<file path="src/rtl/pipe_ctrl_pkg.sv">
// pipe_ctrl_pkg
// Shared definitions for the pipeline hazard controller: FSM state
// encodings, register-index width and the x0 register constant.
package pipe_ctrl_pkg;

  localparam int REG_IDX_W = 5;

  localparam logic [REG_IDX_W-1:0] X0 = '0;

  localparam logic [1:0] ST_RUN      = 2'd0;
  localparam logic [1:0] ST_MDU_BUSY = 2'd1;
  localparam logic [1:0] ST_MEM_WAIT = 2'd2;

endpackage

</file>
<file path="src/rtl/load_use_detect.sv">
// load_use_detect
// Purely combinational load-use hazard compare between the instruction in
// ID and a load sitting in EX.
// Ports:
//   rs1, rs2           source registers of the ID instruction
//   uses_rs1, uses_rs2 ID instruction actually reads rs1 / rs2
//   ex_mem_read        instruction in EX is a load
//   ex_rd              destination register of the EX instruction
//   hazard             a one-cycle bubble is required
module load_use_detect
  import pipe_ctrl_pkg::*;
(
  input  logic [REG_IDX_W-1:0] rs1,
  input  logic [REG_IDX_W-1:0] rs2,
  input  logic                 uses_rs1,
  input  logic                 uses_rs2,
  input  logic                 ex_mem_read,
  input  logic [REG_IDX_W-1:0] ex_rd,
  output logic                 hazard
);

  // Loads into x0 are discarded, so they can never feed a dependent.
  assign hazard = ex_mem_read && (ex_rd != X0) &&
                  ((uses_rs1 && (rs1 == ex_rd)) || (uses_rs2 && (rs2 == ex_rd)));

endmodule

</file>
<file path="src/rtl/pipeline_hazard_ctrl.sv">
// pipeline_hazard_ctrl
// Stall/flush controller for the 5-stage pipeline. Generates all pipeline
// register write enables and flushes for load-use bubbles, taken-branch
// redirects, multi-cycle MDU sequencing and data-memory wait states, and
// keeps a saturating count of cycles in which the PC was held.
// Ports:
//   clk_i, rst_i                     clock, async active-high reset
//   ID_rs1_i, ID_rs2_i               ID source registers
//   ID_uses_rs1_i, ID_uses_rs2_i     ID instruction reads rs1 / rs2
//   ID_EX_MemRead_i, ID_EX_rd_i      EX instruction is a load / its rd
//   EX_is_mdu_i, mdu_done_i          EX is MUL/DIV/REM, MDU result valid
//   EX_branch_taken_i                taken branch/jump resolved in EX
//   dmem_req_i, dmem_ready_i         MEM access active / completing
//   *_write_o                        pipeline register enables
//   *_flush_o                        bubble insertion
//   mdu_start_o                      one-cycle MDU launch pulse
//   stall_cnt_o                      saturating count of PC-held cycles
module pipeline_hazard_ctrl
  import pipe_ctrl_pkg::*;
#(
  parameter int CNT_W = 16
) (
  input  logic                 clk_i,
  input  logic                 rst_i,
  input  logic [REG_IDX_W-1:0] ID_rs1_i,
  input  logic [REG_IDX_W-1:0] ID_rs2_i,
  input  logic                 ID_uses_rs1_i,
  input  logic                 ID_uses_rs2_i,
  input  logic                 ID_EX_MemRead_i,
  input  logic [REG_IDX_W-1:0] ID_EX_rd_i,
  input  logic                 EX_is_mdu_i,
  input  logic                 mdu_done_i,
  input  logic                 EX_branch_taken_i,
  input  logic                 dmem_req_i,
  input  logic                 dmem_ready_i,
  output logic                 PC_write_o,
  output logic                 IF_ID_write_o,
  output logic                 ID_EX_write_o,
  output logic                 EX_MEM_write_o,
  output logic                 IF_ID_flush_o,
  output logic                 ID_EX_flush_o,
  output logic                 EX_MEM_flush_o,
  output logic                 MEM_WB_flush_o,
  output logic                 mdu_start_o,
  output logic [CNT_W-1:0]     stall_cnt_o
);

  logic [1:0] state, next_state;
  logic [1:0] ret_state, next_ret;
  logic [1:0] eff_state;
  logic       mem_wait;
  logic       load_use;
  logic       hold_front;
  logic       allow_id;

  load_use_detect u_lud (
    .rs1         (ID_rs1_i),
    .rs2         (ID_rs2_i),
    .uses_rs1    (ID_uses_rs1_i),
    .uses_rs2    (ID_uses_rs2_i),
    .ex_mem_read (ID_EX_MemRead_i),
    .ex_rd       (ID_EX_rd_i),
    .hazard      (load_use)
  );

  assign mem_wait = dmem_req_i && !dmem_ready_i;

  // When a memory wait resolves, this cycle is decoded as the state that
  // was interrupted.
  assign eff_state = (state == ST_MEM_WAIT) ? ret_state : state;

  always_comb begin
    PC_write_o     = 1'b1;
    IF_ID_write_o  = 1'b1;
    ID_EX_write_o  = 1'b1;
    EX_MEM_write_o = 1'b1;
    IF_ID_flush_o  = 1'b0;
    ID_EX_flush_o  = 1'b0;
    EX_MEM_flush_o = 1'b0;
    MEM_WB_flush_o = 1'b0;
    mdu_start_o    = 1'b0;
    next_state     = state;
    next_ret       = ret_state;
    hold_front     = 1'b0;
    allow_id       = 1'b0;

    if (rst_i) begin
      PC_write_o     = 1'b0;
      IF_ID_write_o  = 1'b0;
      ID_EX_write_o  = 1'b0;
      EX_MEM_write_o = 1'b0;
      IF_ID_flush_o  = 1'b1;
      ID_EX_flush_o  = 1'b1;
      EX_MEM_flush_o = 1'b1;
      MEM_WB_flush_o = 1'b1;
      next_state     = ST_RUN;
      next_ret       = ST_RUN;
    end else if (mem_wait) begin
      // Whole pipeline frozen; only the access in MEM is kept out of WB.
      PC_write_o     = 1'b0;
      IF_ID_write_o  = 1'b0;
      ID_EX_write_o  = 1'b0;
      EX_MEM_write_o = 1'b0;
      MEM_WB_flush_o = 1'b1;
      next_state     = ST_MEM_WAIT;
      next_ret       = (state == ST_MEM_WAIT) ? ret_state : state;
    end else begin
      if (eff_state == ST_MDU_BUSY) begin
        if (mdu_done_i) begin
          next_state = ST_RUN;
          allow_id   = 1'b1;
        end else begin
          hold_front = 1'b1;
          next_state = ST_MDU_BUSY;
        end
      end else begin
        next_state = ST_RUN;
        if (EX_is_mdu_i) begin
          mdu_start_o = 1'b1;
          hold_front  = 1'b1;
          next_state  = ST_MDU_BUSY;
        end else begin
          allow_id = 1'b1;
        end
      end

      if (hold_front) begin
        // MDU op stays in EX; a bubble goes forward into MEM.
        PC_write_o     = 1'b0;
        IF_ID_write_o  = 1'b0;
        ID_EX_write_o  = 1'b0;
        EX_MEM_flush_o = 1'b1;
      end else if (allow_id) begin
        if (EX_branch_taken_i) begin
          IF_ID_flush_o = 1'b1;
          ID_EX_flush_o = 1'b1;
        end else if (load_use) begin
          PC_write_o    = 1'b0;
          IF_ID_write_o = 1'b0;
          ID_EX_flush_o = 1'b1;
        end
      end
    end
  end

  always_ff @(posedge clk_i or posedge rst_i) begin
    if (rst_i) begin
      state       <= ST_RUN;
      ret_state   <= ST_RUN;
      stall_cnt_o <= '0;
    end else begin
      state     <= next_state;
      ret_state <= next_ret;
      if (!PC_write_o && (stall_cnt_o != {CNT_W{1'b1}}))
        stall_cnt_o <= stall_cnt_o + 1'b1;
    end
  end

endmodule

</file>
<file path="config.mk">
export PLATFORM = sky130hd
export DESIGN_NAME = pipeline_hazard_ctrl
export DESIGN_NICKNAME = d
export VERILOG_FILES = /design/src/rtl/pipe_ctrl_pkg.sv /design/src/rtl/load_use_detect.sv /design/src/rtl/pipeline_hazard_ctrl.sv
export SDC_FILE = /design/constraint.sdc
export NUM_CORES = 1
export LEC_CHECK = 0
export ABC_AREA = 1
export CAP_MARGIN = 15
export CORE_MARGIN = 5
export CORE_UTILIZATION = 35
export DETAILED_ROUTE_END_ITERATION = 7
export PLACE_DENSITY = 0.71
export SLEW_MARGIN = 30
export SYNTH_ARGS = -nofsm -noshare
export SYNTH_HDL_FRONTEND = slang
export SYNTH_SLANG_ARGS = --single-unit
</file>
<file path="constraint.sdc">
create_clock -name clk_i -period 4.6 [get_ports clk_i]
set_input_delay 0.46 -clock clk_i [delete_from_list [all_inputs] [get_ports clk_i]]
set_output_delay 0.46 -clock clk_i [all_outputs]
set_load 0.1 [all_outputs]
</file>
**Word level (Yosys, flattened, before mapping)**

Cells that the tools add are included.

- Output and inout port bits: 25
- Flip-flop bits (word level): 20

- Add/subtract/negate cells: 1
- Equality and inequality tests: 5
- Reductions and logical operators: 11
- Multiplexer cells: 48

Operators by type and width:

| cell | count |
|---|---|
| $mux W1 | 42 |
| $add A16 B1 Y16 const B | 1 |
| $ne A16 B16 Y1 const B | 1 |
| $mux W2 | 6 |
| $eq A5 B5 Y1 | 2 |
| $logic_and A1 B1 Y1 | 6 |
| $reduce_bool A5 Y1 | 1 |
| $eq A2 B1 Y1 const B | 1 |
| $eq A2 B2 Y1 const B | 1 |
| $logic_not A1 Y1 | 2 |
| $reduce_bool A2 Y1 | 1 |
| $logic_or A1 B1 Y1 | 1 |

**Longest topological paths before layout**

- Word-level depth: 12
- Mapped depth: 12

**Modules after synthesis**

From an unflattened synthesis, not the netlist that was laid out.

- Cells, all modules: 235
- Area, all modules: 1,537.7 µm²

Modules (own cells, without submodules):

| module | area each (µm²) | times used | sequential area each (µm²) | cells an instance |
|---|---|---|---|---|
| pipeline_hazard_ctrl | 1,321.3 | 1 | 500.5 | 181 |
| load_use_detect | 216.5 | 1 | 0.0 | 54 |

**Worst setup path after synthesis**

Ideal clock, no wire load.

- Path kind: input to output
- Start: in dmem_req_i
- End: out PC_write_o
- Stages: 9
- Path buffers: 2
- Arrival time: 4.769 ns
- Slack: -0.629 ns
- Cell sequence: inv_1 > nor2_1 > nor2_2 > inv_1 > nor2_2 > nand2_2 > buf_2 > inv_1 > buf_4

- Cells in the longest elaborated chain, start to end: 3

Ends and longest elaborated chain:

| what | line | text |
|---|---|---|
| from (decl) | pipeline_hazard_ctrl.sv:34 | `input logic dmem_req_i,` |
| $logic_and A1 B1 Y1 | pipeline_hazard_ctrl.sv:66 | `assign mem_wait = dmem_req_i && !dmem_ready_i;` |
| $mux W1 (2 in a row) | -- |  |
| to (decl) | pipeline_hazard_ctrl.sv:36 | `output logic PC_write_o,` |

No other way between the ends.

**Worst setup path in the final report**

- Start: in ID_EX_rd_i[3]
- End: out IF_ID_write_o

- Cells in the longest elaborated chain, start to end: 10
- Elaborated cells between the ends (all ways): 14
- Those cells by class: eq/ne: 2; mux: 6; reduce/logical: 6

Ends and longest elaborated chain:

| what | line | text |
|---|---|---|
| from (decl) | pipeline_hazard_ctrl.sv:30 | `input logic [REG_IDX_W-1:0] ID_EX_rd_i,` |
| $eq A5 B5 Y1 | load_use_detect.sv:24 | `((uses_rs1 && (rs1 == ex_rd)) \|\| (uses_rs2 && (rs2 == ex_rd)));` |
| $logic_and A1 B1 Y1 | load_use_detect.sv:24 |  |
| $logic_or A1 B1 Y1 | load_use_detect.sv:24 |  |
| $logic_and A1 B1 Y1 (*) | load_use_detect.sv:23 | `assign hazard = ex_mem_read && (ex_rd != X0) &&` |
| $mux W1 (*) | pipeline_hazard_ctrl.sv:137 | `end else if (load_use) begin` |
| $mux W1 (*) | pipeline_hazard_ctrl.sv:134 | `if (EX_branch_taken_i) begin` |
| $mux W1 (*) | pipeline_hazard_ctrl.sv:133 | `end else if (allow_id) begin` |
| $mux W1 (*) | pipeline_hazard_ctrl.sv:127 | `if (hold_front) begin` |
| $mux W1 (*) | pipeline_hazard_ctrl.sv:98 | `end else if (mem_wait) begin` |
| $mux W1 (*) | pipeline_hazard_ctrl.sv:87 | `if (rst_i) begin` |
| to (decl) | pipeline_hazard_ctrl.sv:37 | `output logic IF_ID_write_o,` |

Mark *: on every way between the ends. The rest lies on a longest branch, timed or not.

==> implementation parameters <==
Parameter                              Value

Status
  Outcome    completed

GRT
  Total track usage    0.144
  Global-route wire length before repair    6350 um
  Largest net degree at the start of global routing    19
  Remaining global-route overflow    0
  Initial antenna violation count    0
  Vias in the first global route    1410

Power
  Max IR drop VDD    346 uV
  Power per Cell Area    416 nW/um2
  Switching part of the total power    0.492
  Relative contribution of sequential cells to total power    0.288
  Sw power    0.423 mW
  Share of power burned in the clock network    0.204
  Leak    1.05 nW
  Relative contribution of combinational cells to total power    0.508
  Internal cell power    0.437 mW

Route
  DR pass1 iterations    4
  Via count    1470
  Number of nets with antenna violations after routing    0
  Wirelength per Cell    11.5 um
  Number of design rule violations left after detail routing    0
  Post-detailed-route via-to-cell ratio    4.58
  Total wirelength of the detailed-routed design    3690 um
  First-iteration detailed-routing DRC count    112

Yosys
  Post-synthesis cell count    221
  Part of the Yosys area used for sequential elements    0.344
  Number of synthesized register bits    20
  Post-synthesis compound-gate area fraction    0.0404
  Synthesized-area fraction occupied by and/or/nand/nor cells    0.433
  EDFF count, synth    0
  Leading cell types by total area after synthesis    dfrtp_1 34%, nand2_1 21%, nand3_1 9.3%
  Synthesized-area fraction occupied by adder cells    0.00859
  Post-synthesis async set-or-reset flop share    1.00
  Yosys top cell area share    0.344
  YS warnings    0
  Mean cell area of the mapped netlist    6.59 um2
  Count of cell types in the netlist    26
  Combinational family with the most area after synthesis    simple AND/OR/NAND/NOR gates
  Total standard cell area after synthesis    1460 um2
  Parity-gate share of the synthesized area counting xor and xnor cells    0.0722
  Post-synthesis net count    247
  Most used flip-flop cell after synthesis    dfrtp_1
  Cell type contributing the most total cell area after synthesis    dfrtp_1
  Multiplexer share of the synthesized area    0

Setup path
  Data arrival at the endpoint of the critical path    2.92 ns
  Category of the worst setup path launch point    input pin
  Peak per-stage delay on the critical path    1.14 ns
  Endpoint class of the critical path    output port
  Critical path data required time    4.14 ns
  Worst Setup Path Type    input pin to output port
  Critical Path Slowest Stage Cell    clkdlybuf4s50_1
  Dominant cell type by count on the critical path    inv_1
  Cells along the critical path    clkdlybuf4s50_1 -> inv_1 -> nand4_1 -> o21ai_0 -> inv_1 -> nand3_1 -> nand2_2 -> inv_1 -> clkdlybuf4s50_1
  CP max FO    18

Clock network
  CTS buffer count    3
  Master cell of the clock root buffer    clkbuf_8
  Clk buf depth    2
  CTS Hold Buffers Added    0
  CTS tree    yes
  H-tree depth reported by CTS    1
  Post-CTS clock slew at the launch and capture registers of the worst setup and hold paths    0.07 ns
  Count of buffers added by post-CTS timing repair for setup    0
  Post-CTS resize count    0
  CTS Sinks    20
  Clock insertion delay at the later pin of the skew report    0.26 ns

STA
  Highest clock rate    296 MHz
  Total negative slack for setup checks    0 ns
  Final setup fails    0
  Post-route clock skew    0.00390 ns
  Post-route minimum period    3.38 ns
  Final count of hold timing violations    0
  Final count of pins violating max slew    0
  RSZ-0062 raised after global routing    false
  Worst slew margin relative to its limit    0.342
  Worst Max-Slew Pin Slew    0.983 ns
  Final Cycle Share    0.734
  Final hold slack    0.500 ns

Floorplan
  Die Width    74.5 um
  Boundary Pins    50
  Number of placement rows    23
  Area of the core region    4030 um2
  Y dimension of the die    74.5 um
  DIE AREA    5550 um2
  Starting Density    0.361

Place
  Detail Placement HPWL    2940 um
  Routability Congestion    0.790
  Cells after DPL    317
  Port Buffers    49

Final layout
  Relative area change from synthesis to final layout    41.9%
  Non-filler instance count after layout    321
  Ant diodes    0
  Final #Nets    298
  Share of final-layout standard cells stronger than drive strength 1    0.0517

Run
  Max Cap Violations    0

Min path
  Type of the worst min-delay path    register to register
## cells by family (layout without fill, tap and decap cells)
logic type,Yosys count,in the layout
AOI/OAI and AO/OA,10,10
xor gates and xnor gates,12,12
adders and majority gates,1,1
buffers and inverters,36,86
DFF,20,20
and+or+nand+nor,142,142
## registers in the layout (all words and copies together), names as in the netlist
signal and cells:
stall_cnt_o 16, ret_state 2, state 2
## metal layers
metal  vias to the layer above  routed length [um]  GRT usage
met4                         0                  55     0.0395
met2                        26                1880      0.248
li1                        786                   -          -
met5                         -                   0          0
met1                       654                1630      0.186
met3                         4                 124     0.0257
## per-stage QoR
step                setup WS [ns]  power, mW   util  area, um2
finish                       1.22      0.860  0.513       2070
CTS                          1.22      0.868  0.513       2070
global placement             1.24      0.686  0.495       2000
detailed placement           1.22      0.689  0.495       2000
floorplan                   0.218      0.576      -       1470
global route                 1.01      0.904  0.513       2070
## cell usage after synthesis, types with 2 or more instances
cell type	n
nor3_1	3
dfrtp_1	20
nand4_1	3
xor2_1	6
o21ai_0	5
inv_1	31
nor2_1	19
nand2_1	82
xnor2_1	6
o21ai_1	2
buf_2	2
nor2_2	2
nand3_1	27
## critical path, delay by kind of cell
kind                   cells  cell delay, ns
AOI/OAI and AO/OA          1            0.14
buffers and inverters      5            1.90
and+or+nand+nor            3            0.40
## power groups by stage
stage	sequential [mW]	clock (mW)	combinational [mW]
after global placement	0.249	0	0.436
after CTS	0.248	0.180	0.440
after floorplan	0.429	0	0.147
after global routing	0.255	0.185	0.464
after detailed placement	0.251	0	0.438
final	0.248	0.175	0.437
## final cells by class
type                    instances  area (um2)
clock buffers                   3        41.3
clock inverters                 1        30.0
fillers                       399        1960
inverters                      32         120
multi-input cells             165         817
flip-flops and latches         20         500
well taps                      50        62.6
repair buffers                 50         495
## worst paths after layout
check | startpoint | end | slack, ns | cells past startpoint
worst min-delay path | ret_state[1] | ret_state[1] | 0.50 | 2
worst max-delay path | ID_EX_rd_i[3] | IF_ID_write_o | 1.22 | 9
worst max register to register | stall_cnt_o[0] | stall_cnt_o[1] | 2.66 | 8
min in group asynchronous | rst_i | stall_cnt_o[13] | 0.62 | 2
worst min register to register | ret_state[1] | ret_state[1] | 0.50 | 2
max in group asynchronous | rst_i | stall_cnt_o[7] | 3.48 | 3
## cells in the final DEF, fill, tap and decap left out
cell / count
dfrtp_1: 20
nand2_4: 1
clkbuf_8: 3
nand4_1: 3
o21ai_0: 5
o31ai_1: 1
nor2_1: 19
nand2_1: 82
clkdlybuf4s50_1: 48
buf_4: 2
nand3b_1: 1
nand3_1: 27
a21o_1: 1
o21ai_1: 2
inv_2: 1
nor2_4: 2
nor3_4: 1
and3_2: 1
ha_1: 1
bufinv_16: 1
nor3_1: 3
inv_1: 31
xnor2_1: 6
nand4_4: 1
xor2_1: 6
nand2_2: 1
a22o_1: 1
No activity file was read; power rests on OpenSTA's default activity.
